`src/rtl/frame_aligner_lock_if.sv`:
```
// rtl/frame_aligner_lock_if.sv - S-bit/SoT data path and status bundle for frame_aligner_lock
interface frame_aligner_lock_if #(
   parameter int FRAME_SIZE = 8,
   parameter int NLANES     = 8,
   parameter int ERR_CNT_W  = 16
);
   localparam int MXSBITS = NLANES * FRAME_SIZE;
   localparam int SLIP_W  = $clog2(FRAME_SIZE);

   logic [MXSBITS-1:0]    sbits_i;
   logic [FRAME_SIZE-1:0] start_of_frame_i;
   logic                  mask_i;
   logic                  err_clr_i;
   logic [11:0]           aligned_count_to_ready_i;
   logic [MXSBITS-1:0]    sbits_o;
   logic [SLIP_W-1:0]     bitslip_o;
   logic                  sot_is_aligned_o;
   logic                  sot_unstable_o;
   logic [ERR_CNT_W-1:0]  sot_err_cnt_o;

   modport master (
      output sbits_i, start_of_frame_i, mask_i, err_clr_i, aligned_count_to_ready_i,
      input  sbits_o, bitslip_o, sot_is_aligned_o, sot_unstable_o, sot_err_cnt_o
   );

   modport slave (
      input  sbits_i, start_of_frame_i, mask_i, err_clr_i, aligned_count_to_ready_i,
      output sbits_o, bitslip_o, sot_is_aligned_o, sot_unstable_o, sot_err_cnt_o
   );
endinterface

```
`src/rtl/frame_aligner_lock.sv`:
```
// rtl/frame_aligner_lock.sv - SoT-driven bitslip realignment of one VFAT S-bit group with lock FSM
module frame_aligner_lock #(
   parameter int FRAME_SIZE  = 8,
   parameter int NLANES      = 8,
   parameter int MXSBITS     = NLANES * FRAME_SIZE,
   parameter int SOT_OFFSET  = 1,
   parameter int UNLOCK_ERRS = 4,
   parameter int ERR_CNT_W   = 16,
   parameter int SLIP_W      = $clog2(FRAME_SIZE)
) (
   input  logic                 clock,
   input  logic                 reset_n_i,
   frame_aligner_lock_if.slave  bus
);
   localparam logic [0:0] ST_HUNT   = 1'b0;
   localparam logic [0:0] ST_LOCKED = 1'b1;
   localparam int         ERW       = $clog2(UNLOCK_ERRS + 2);

   logic [MXSBITS-1:0]    d1, d2, sbits_q, aligned_data;
   logic [FRAME_SIZE-1:0] sof_r;
   logic [SLIP_W-1:0]     slip, sof_idx, cand;
   logic [11:0]           stable_cnt;
   logic [ERW-1:0]        err_run, err_run_inc;
   logic [0:0]            state;
   logic                  aligned_q, unstable_q, sof_valid, good;
   logic [ERR_CNT_W-1:0]  err_cnt;
   logic [2*FRAME_SIZE-1:0] pair, shifted;

   always_comb begin
      sof_idx = '0;
      for (int i = 0; i < FRAME_SIZE; i++)
         if (sof_r[i]) sof_idx = SLIP_W'(i);
   end

   // Slip arithmetic wraps naturally because FRAME_SIZE is a power of two.
   assign sof_valid   = $onehot(sof_r);
   assign cand        = sof_idx + SLIP_W'(SOT_OFFSET % FRAME_SIZE);
   assign good        = sof_valid && (cand == slip);
   assign err_run_inc = err_run + ERW'(1);

   // Newer word (d1) supplies the bits that spill past the older word (d2).
   always_comb begin
      aligned_data = '0;
      pair         = '0;
      shifted      = '0;
      for (int l = 0; l < NLANES; l++) begin
         pair    = {d1[l*FRAME_SIZE +: FRAME_SIZE], d2[l*FRAME_SIZE +: FRAME_SIZE]};
         shifted = pair >> slip;
         aligned_data[l*FRAME_SIZE +: FRAME_SIZE] = shifted[FRAME_SIZE-1:0];
      end
   end

   always_ff @(posedge clock or negedge reset_n_i) begin
      if (!reset_n_i) begin
         d1         <= '0;
         d2         <= '0;
         sof_r      <= '0;
         sbits_q    <= '0;
         slip       <= '0;
         stable_cnt <= '0;
         err_run    <= '0;
         state      <= ST_HUNT;
         aligned_q  <= 1'b0;
         unstable_q <= 1'b0;
         err_cnt    <= '0;
      end else begin
         d1        <= bus.sbits_i;
         d2        <= d1;
         sof_r     <= bus.start_of_frame_i;
         sbits_q   <= bus.mask_i ? '0 : aligned_data;
         aligned_q <= (state == ST_LOCKED);

         if (bus.mask_i) begin
            state      <= ST_HUNT;
            stable_cnt <= '0;
            err_run    <= '0;
         end else if (state == ST_HUNT) begin
            if (sof_valid && (cand != slip)) begin
               slip       <= cand;
               stable_cnt <= '0;
            end else if (good) begin
               // A threshold lowered below the running count restarts the count.
               if (stable_cnt == bus.aligned_count_to_ready_i)
                  state <= ST_LOCKED;
               else if (stable_cnt > bus.aligned_count_to_ready_i)
                  stable_cnt <= '0;
               else
                  stable_cnt <= stable_cnt + 12'd1;
            end else begin
               stable_cnt <= '0;
            end
         end else begin
            if (good) begin
               err_run <= '0;
            end else begin
               if (err_cnt != '1)
                  err_cnt <= err_cnt + ERR_CNT_W'(1);
               if ((UNLOCK_ERRS != 0) && (err_run_inc == ERW'(UNLOCK_ERRS))) begin
                  state      <= ST_HUNT;
                  stable_cnt <= '0;
                  err_run    <= '0;
                  unstable_q <= 1'b1;
               end else if (UNLOCK_ERRS != 0) begin
                  err_run <= err_run_inc;
               end
            end
         end

         if (bus.err_clr_i) begin
            err_cnt    <= '0;
            unstable_q <= 1'b0;
         end
      end
   end

   assign bus.sbits_o          = sbits_q;
   assign bus.bitslip_o        = slip;
   assign bus.sot_is_aligned_o = aligned_q;
   assign bus.sot_unstable_o   = unstable_q;
   assign bus.sot_err_cnt_o    = err_cnt;
endmodule
```
`src/flat_wrapper.sv`:
```
// flat-port wrapper written by rule: the top's interface ports become plain ports
module frame_aligner_lock_flat 
#(
   parameter int FRAME_SIZE  = 8,
   parameter int NLANES      = 8,
   parameter int MXSBITS     = NLANES * FRAME_SIZE,
   parameter int SOT_OFFSET  = 1,
   parameter int UNLOCK_ERRS = 4,
   parameter int ERR_CNT_W   = 16,
   parameter int SLIP_W      = $clog2(FRAME_SIZE)
)
  (clock, reset_n_i, bus_sbits_i, bus_start_of_frame_i, bus_mask_i, bus_err_clr_i, bus_aligned_count_to_ready_i, bus_sbits_o, bus_bitslip_o, bus_sot_is_aligned_o, bus_sot_unstable_o, bus_sot_err_cnt_o);
  frame_aligner_lock_if #(.FRAME_SIZE(FRAME_SIZE), .NLANES(NLANES), .ERR_CNT_W(ERR_CNT_W)) bus_i ();
  input  logic clock;
  input  logic reset_n_i;
  input wire logic [$bits(bus_i.sbits_i)-1:0] bus_sbits_i;
  input wire logic [$bits(bus_i.start_of_frame_i)-1:0] bus_start_of_frame_i;
  input wire logic [$bits(bus_i.mask_i)-1:0] bus_mask_i;
  input wire logic [$bits(bus_i.err_clr_i)-1:0] bus_err_clr_i;
  input wire logic [$bits(bus_i.aligned_count_to_ready_i)-1:0] bus_aligned_count_to_ready_i;
  output wire logic [$bits(bus_i.sbits_o)-1:0] bus_sbits_o;
  output wire logic [$bits(bus_i.bitslip_o)-1:0] bus_bitslip_o;
  output wire logic [$bits(bus_i.sot_is_aligned_o)-1:0] bus_sot_is_aligned_o;
  output wire logic [$bits(bus_i.sot_unstable_o)-1:0] bus_sot_unstable_o;
  output wire logic [$bits(bus_i.sot_err_cnt_o)-1:0] bus_sot_err_cnt_o;
  assign bus_i.sbits_i = bus_sbits_i;
  assign bus_i.start_of_frame_i = bus_start_of_frame_i;
  assign bus_i.mask_i = bus_mask_i;
  assign bus_i.err_clr_i = bus_err_clr_i;
  assign bus_i.aligned_count_to_ready_i = bus_aligned_count_to_ready_i;
  assign bus_sbits_o = bus_i.sbits_o;
  assign bus_bitslip_o = bus_i.bitslip_o;
  assign bus_sot_is_aligned_o = bus_i.sot_is_aligned_o;
  assign bus_sot_unstable_o = bus_i.sot_unstable_o;
  assign bus_sot_err_cnt_o = bus_i.sot_err_cnt_o;
  frame_aligner_lock #(.FRAME_SIZE(FRAME_SIZE), .NLANES(NLANES), .MXSBITS(MXSBITS), .SOT_OFFSET(SOT_OFFSET), .UNLOCK_ERRS(UNLOCK_ERRS), .ERR_CNT_W(ERR_CNT_W), .SLIP_W(SLIP_W)) u_core (.clock(clock), .reset_n_i(reset_n_i), .bus(bus_i));
endmodule
```
`config.mk`:
```
export PLATFORM = sky130hd
export DESIGN_NAME = frame_aligner_lock_flat
export DESIGN_NICKNAME = d
export VERILOG_FILES = /design/src/rtl/frame_aligner_lock_if.sv /design/src/rtl/frame_aligner_lock.sv /design/src/flat_wrapper.sv
export SDC_FILE = /design/constraint.sdc
export NUM_CORES = 1
export LEC_CHECK = 0
export BUFFER_PORTS_ARGS = -buffer_cell sky130_fd_sc_hd__buf_2
export CAP_MARGIN = 10
export CORE_MARGIN = 2
export CORE_UTILIZATION = 57
export CTS_CLUSTER_SIZE = 24
export DETAILED_ROUTE_END_ITERATION = 8
export GPL_ROUTABILITY_DRIVEN = 0
export HOLD_SLACK_MARGIN = 0.03
export PLACE_DENSITY = 0.77
export SLEW_MARGIN = 20
export SYNTH_ARGS = -nofsm -noshare
export SYNTH_HDL_FRONTEND = slang
export SYNTH_SLANG_ARGS = --single-unit
```
`constraint.sdc`:
```
create_clock -name clock -period 5.6 [get_ports clock]
set_input_delay 0.28 -clock clock [delete_from_list [all_inputs] [get_ports clock]]
set_output_delay 0.28 -clock clock [all_outputs]
set_load 0.005 [all_outputs]
```
* Word level (Yosys, flattened, before mapping) *
Cells that the tools add are included.

operators by class
  $add $sub $neg = 11
  $lt $le $gt $ge = 1
  eq/ne operators = 11
  shift-type cells = 8
  multiplexer cells = 37
  bitwise logic cells = 2
  reductions and logical operators = 10

operator list
  operator                                                         number
  16-bit by 3-bit >> shifter with 8-bit output                     8
  12-bit 2-to-1 mux                                                8
  16-bit 2-to-1 mux                                                5
  64-bit 2-to-1 mux                                                1
  3-bit 2-to-1 mux                                                 10
  16-bit by 1-bit adder with 16-bit output, second input constant  1
  16-bit != test, second input constant                            1
  1-bit 2-to-1 mux                                                 13
  12-bit by 1-bit adder with 12-bit output, second input constant  1
  4-bit adder                                                      3
  12-bit == test                                                   1
  12-bit greater-than comparator                                   1
  1-bit by 1-bit adder with 2-bit output                           4
  4-bit AND reduction                                              2
  2-bit nonzero test                                               4
  3-bit by 1-bit adder with 3-bit output, second input constant    2
  3-bit != test, second input constant                             2
  3-bit AND reduction                                              2
  4-bit by 1-bit == test with 1-bit output, second input constant  1
  4-bit != test, second input constant                             1
  3-bit == test                                                    1
  3-bit == test, second input constant                             1
  3-bit != test                                                    1
  1-bit logical AND                                                2
  3 further kinds                                                  4

storage, ports and cells
  bits in registers = 237
  input port bits = 88
  output and inout bits = 85

* Logic depth before layout (Yosys ltp) *
  word-level depth = 14
  gate-level depth with buffers = 16
  mapped depth without buffers = 15

* Worst setup path before layout *
No wires, ideal clock.

  kind = flip-flop to flip-flop
  start point = register u_core.sof_r[0]
  end point = register u_core.stable_cnt[10]
  setup time = 0.076 ns
  data arrival time = 3.964 ns
  required time = 5.524 ns
  slack = 1.560 ns
  cell stages (with the launch flop) = 15
  path buffers = 0
  period minus slack after synthesis = 4.040 ns
  cells stage by stage = dfrtp_1 -> ha_1 -> fa_1 -> inv_1 -> fa_1 -> inv_1 -> ha_1 -> fa_1 -> nor4b_4 -> nand2_1 -> a211oi_1 -> a32o_1 -> nand3_2 -> or4_1 -> o21ai_1

on the way
  cells in the longest elaborated chain, start to end = 9

RTL lines
  element                                                         line                      source
  start: declaration                                              frame_aligner_lock.sv:20  logic [FRAME_SIZE-1:0] sof_r;
  start signal: assignment                                        frame_aligner_lock.sv:69  sof_r <= bus.start_of_frame_i;
  1-bit by 1-bit adder with 2-bit output (implied by the code) *  frame_aligner_lock.sv:36  assign sof_valid = $onehot(sof_r);
  4-bit adder (implied by the code) * (2 in a row)                frame_aligner_lock.sv:36
  4-bit by 1-bit == test with 1-bit output *                      frame_aligner_lock.sv:36
  1-bit logical AND                                               frame_aligner_lock.sv:38  assign good = sof_valid && (cand == slip);
  12-bit 2-to-1 mux                                               frame_aligner_lock.sv:81  end else if (good) begin
  12-bit 2-to-1 mux                                               frame_aligner_lock.sv:78  if (sof_valid && (cand != slip)) begin
  12-bit 2-to-1 mux                                               frame_aligner_lock.sv:77  end else if (state == ST_HUNT) begin
  12-bit 2-to-1 mux                                               frame_aligner_lock.sv:73  if (bus.mask_i) begin
  end signal: assignment                                          frame_aligner_lock.sv:88  stable_cnt <= stable_cnt + 12'd1;
  end: declaration                                                frame_aligner_lock.sv:22  logic [11:0] stable_cnt;

Mark *: on every way between the ends. The rest lies on a longest branch, timed or not.
A chain may end at the register's enable or synchronous reset.

* Worst setup path after layout *
  start point = register u_core.sof_r[1]
  end point = register u_core.stable_cnt[0]

on the way
  cells in the longest elaborated chain, start to end = 14

RTL lines
  element                                 line                      source
  1-bit 2-to-1 mux                        frame_aligner_lock.sv:32  if (sof_r[i]) sof_idx = SLIP_W'(i);
  3-bit 2-to-1 mux (6 in a row)           frame_aligner_lock.sv:32
  3-bit by 1-bit adder with 3-bit output  frame_aligner_lock.sv:37  assign cand = sof_idx + SLIP_W'(SOT_OFFSET % FRAME_SIZE);
  3-bit == test                           frame_aligner_lock.sv:38
  1-bit logical AND                       frame_aligner_lock.sv:38
  12-bit 2-to-1 mux                       frame_aligner_lock.sv:81
  12-bit 2-to-1 mux                       frame_aligner_lock.sv:78
  12-bit 2-to-1 mux                       frame_aligner_lock.sv:77
  12-bit 2-to-1 mux                       frame_aligner_lock.sv:73

Parallel ways exist; a longest one is shown, timed or not.

==> impl_metrics.tcl <==
set metrics [dict create \
    hp-class "input pin to register" \
    startpoint_type "register" \
    holdWs_ns 0.145 \
    cp_common_cell "fa_1" \
    hold_start "bus_err_clr_i" \
    dr.pass1.iters 8 \
    grt_antenna_before_repair 0 \
    worstMarginPinSlew_ns 1.10 \
    maxSlewViolCount 0 \
    r2r_cells 14 \
    initial_core_util_pct 58.3 \
    drive_gt1_share_pct 29.0 \
    skew_ns 0.00822 \
    p_seq_share_pct 38.2 \
    synth.net_count 870 \
    power.total_mw 5.60 \
    dp_hpwl_um 13600 \
    tritoncts "done" \
    status "finished, violations left" \
    syn_inst 753 \
    setup_tns_ns 0 \
    yosys_warnings 0 \
    max_freq_mhz 226 \
    violations "design-rule violations" \
    synth.avg_cell_area_um2 14.0 \
    cts_buffers 26 \
    core_region_area_um2 18100 \
    irDropWorstVdd_v 0.000269 \
    crit_required_ns 6.05 \
    end_kind "register" \
    std_cell_rows 49 \
    timing.rr.start "u_core.sof_r[1]$_DFF_PN0_" \
    root_buffer "clkbuf_16" \
    clk_path_buf_depth 3 \
    power.switching_mw 1.59 \
    p_sw_share_pct 28.3 \
    grt_first_pass_wirelength_um 36600 \
    vias_per_cell 5.50 \
    dieArea_um2 19600 \
    synth_edf_count 0 \
    grt_overflow 0 \
    wl_um 21700 \
    pwr_density_cell_nw_per_um2 424 \
    hold_violations 0 \
    die_h_um 140 \
    ys_ff_latch 237 \
    relSlewSlack_pct 26.9 \
    clock_latency_ns 0.52 \
    critPathMaxStageDelay_ns 0.53 \
    synthArstFlopShare_pct 100 \
    p_comb_share_pct 30.7 \
    cp_top_family "adder cells" \
    path_cells "ha_1, fa_1, inv_1, fa_1, inv_1, ha_1, fa_1, nor4b_4, nand2_1, a211oi_1, a32o_1, nand3_2, nor2_1, mux2_2" \
    grt_max_degree 140 \
    track_usage_pct 23.1 \
    die_x_um 140 \
    cts_setup_buffers 0 \
    p_int_mw 4.02 \
    ioPinCount 173 \
    hold_depth 2 \
    clock_power_share_pct 31.1 \
    io_buffers 172 \
    drc_errors 14 \
    n_fill_cell 1148 \
    arrival_ns 4.88 \
    htree_levels 1 \
    worstReg2RegEnd "u_core.stable_cnt[0]$_DFFE_PN0P_" \
    drv_cap 0 \
    cts.reportedPaths.clkPinSlew_ns 0.06 \
    synth_cell_types 50 \
    criticalPathCategory "register to register" \
    vias 6808 \
    cts.sinks 237 \
    grt_pass1_vias 7223 \
    finalCritPeriodShare_pct 79.1 \
    leakagePower_nw 6.18 \
    seq_area_frac_synth_pct 56.2 \
    fin_nets 1108 \
    wl_per_cell_um 17.5 \
    reg2reg_slack_ns 1.17 \
    rsz0062_at_grt "false" \
    crit_path_top_delay_cell "fa_1" \
    cp_max_fo 9 \
    hold_end "u_core.bus.sot_err_cnt_o[14]$_DFFE_PN0P_" \
    synthToLayoutAreaGrowth_pct 25.4 \
    antenna_cells 0 \
    cts_resized 0 \
    setup_viol 0 \
    cp_num_buf_inv 2 \
    fin_crit_ns 4.43 \
    postRouteAntennaNets 0 \
    drt_iter0_drc 336 \
    syn_area_um2 10500 \
    synth_flop_cell "dfrtp_1" \
]
worst max path at each step:
stage	cells after the start	from	slack, ns	endpoint
after global routing	14	u_core.sof_r[2]$_DFF_PN0_	0.85	u_core.stable_cnt[0]$_DFFE_PN0P_
after CTS	14	u_core.sof_r[2]$_DFF_PN0_	1.19	u_core.stable_cnt[0]$_DFFE_PN0P_
final	14	u_core.sof_r[1]$_DFF_PN0_	1.17	u_core.stable_cnt[0]$_DFFE_PN0P_
after global placement	14	u_core.sof_r[2]$_DFF_PN0_	1.29	u_core.stable_cnt[0]$_DFFE_PN0P_
after floorplan	14	u_core.sof_r[0]$_DFF_PN0_	1.56	u_core.stable_cnt[10]$_DFFE_PN0P_
after detailed placement	14	u_core.sof_r[2]$_DFF_PN0_	1.20	u_core.stable_cnt[0]$_DFFE_PN0P_
cell usage in the layout (no fill, tap or decap), drive strengths merged, types with 4 or more instances in the layout:
master	synthesis	routed
ha	25	25
clkinv	0	4
o21bai	5	5
or3	4	4
buf	26	178
nand3	6	6
xnor2	9	9
nor2b	10	10
a21o	5	5
fa	4	4
inv	31	32
nand2	17	17
dfrtp	237	237
o21ai	11	11
nand4	11	11
mux2i	113	113
a22o	7	7
xor2	7	7
nor2	90	90
clkbuf	15	38
mux4	64	64
and2	4	4
nor3	7	7
and3	11	11
a21oi	9	9
dlygate4sd3	0	73
area by class of cell:
| type | count | area [um^2] | area share, % |
|---|---|---|---|
| multi-input cells | 444 | 4330 | 32.7 |
| clock inverters | 8 | 123 | 0.928 |
| inverters | 31 | 116 | 0.880 |
| clock buffers | 38 | 767 | 5.80 |
| flip-flops and latches | 237 | 5940 | 44.9 |
| well taps | 229 | 287 | 2.17 |
| repair buffers | 251 | 1660 | 12.6 |
routing by layer:
layer | vias to the layer above | share of wire, % | track usage, %
li1 | 3190 | - | -
met1 | 3424 | 43 | 31.6
met2 | 162 | 50 | 39.1
met3 | 32 | 4.8 | 4.44
met4 | 0 | 1.6 | 5.10
met5 | - | 0 | 0
logic make-up after synthesis:
| family | after synthesis | synth area share [%] |
|---|---|---|
| fa+ha+maj | 29 | 3.73 |
| simple gates | 170 | 7.88 |
| buf+inv | 72 | 2.71 |
| xor+xnor | 16 | 1.33 |
| flops | 237 | 56.2 |
| mux | 180 | 24.8 |
| compound gates | 49 | 3.36 |
power groups by stage:
stage / logic (mW) / registers [mW] / clock network (mW)
global route: 1.89 / 2.17 / 1.84
floorplan: 1.34 / 2.07 / 0
finish: 1.72 / 2.14 / 1.74
global placement: 1.67 / 2.17 / 0
detailed placement: 1.69 / 2.17 / 0
CTS: 1.74 / 2.14 / 1.78
synthesized netlist by cell type (all sizes together), types with 5 or more instances:
cell type	instances	area, um^2
nor2	90	338
buf	26	113
inv	31	116
nor2b	10	62.6
a21o	5	37.5
a22o	7	61.3
o21bai	5	37.5
mux2i	113	1130
xor2	7	61.3
mux4	64	1440
nand2	17	63.8
o21ai	11	55.1
nand3	6	35.0
nand4	11	68.8
xnor2	9	78.8
clkbuf	15	56.3
ha	25	313
nor3	7	35.0
and3	11	68.8
a21oi	9	48.8
dfrtp	237	5930
per-stage QoR:
stage	cell area [um^2]	utilization [%]	worst slack [ns]	std cells
floorplan	10500	-	1.56	753
global placement	11600	64.1	1.29	1119
global route	13200	73.1	0.854	1238
CTS	13200	73.1	1.19	1238
detailed placement	11600	64.1	1.20	1119
finish	13200	73.1	1.17	1238
sequential cells by signal, summed over array words and instances (netlist names):
name,count
u_core.bus.bitslip_o,3
u_core.bus.sbits_o,64
u_core.bus.sot_err_cnt_o,16
u_core.bus.sot_is_aligned_o,1
u_core.bus.sot_unstable_o,1
u_core.d1,64
u_core.d2,64
u_core.err_run,3
u_core.sof_r,8
u_core.stable_cnt,12
u_core.state,1
timing repair:
action / CTS / global route
hold buffers: 73 / 0
hold endpoints to repair: 170 / 0
setup endpoints to repair: 0 / 0
No activity file was read; power rests on OpenSTA's default activity.
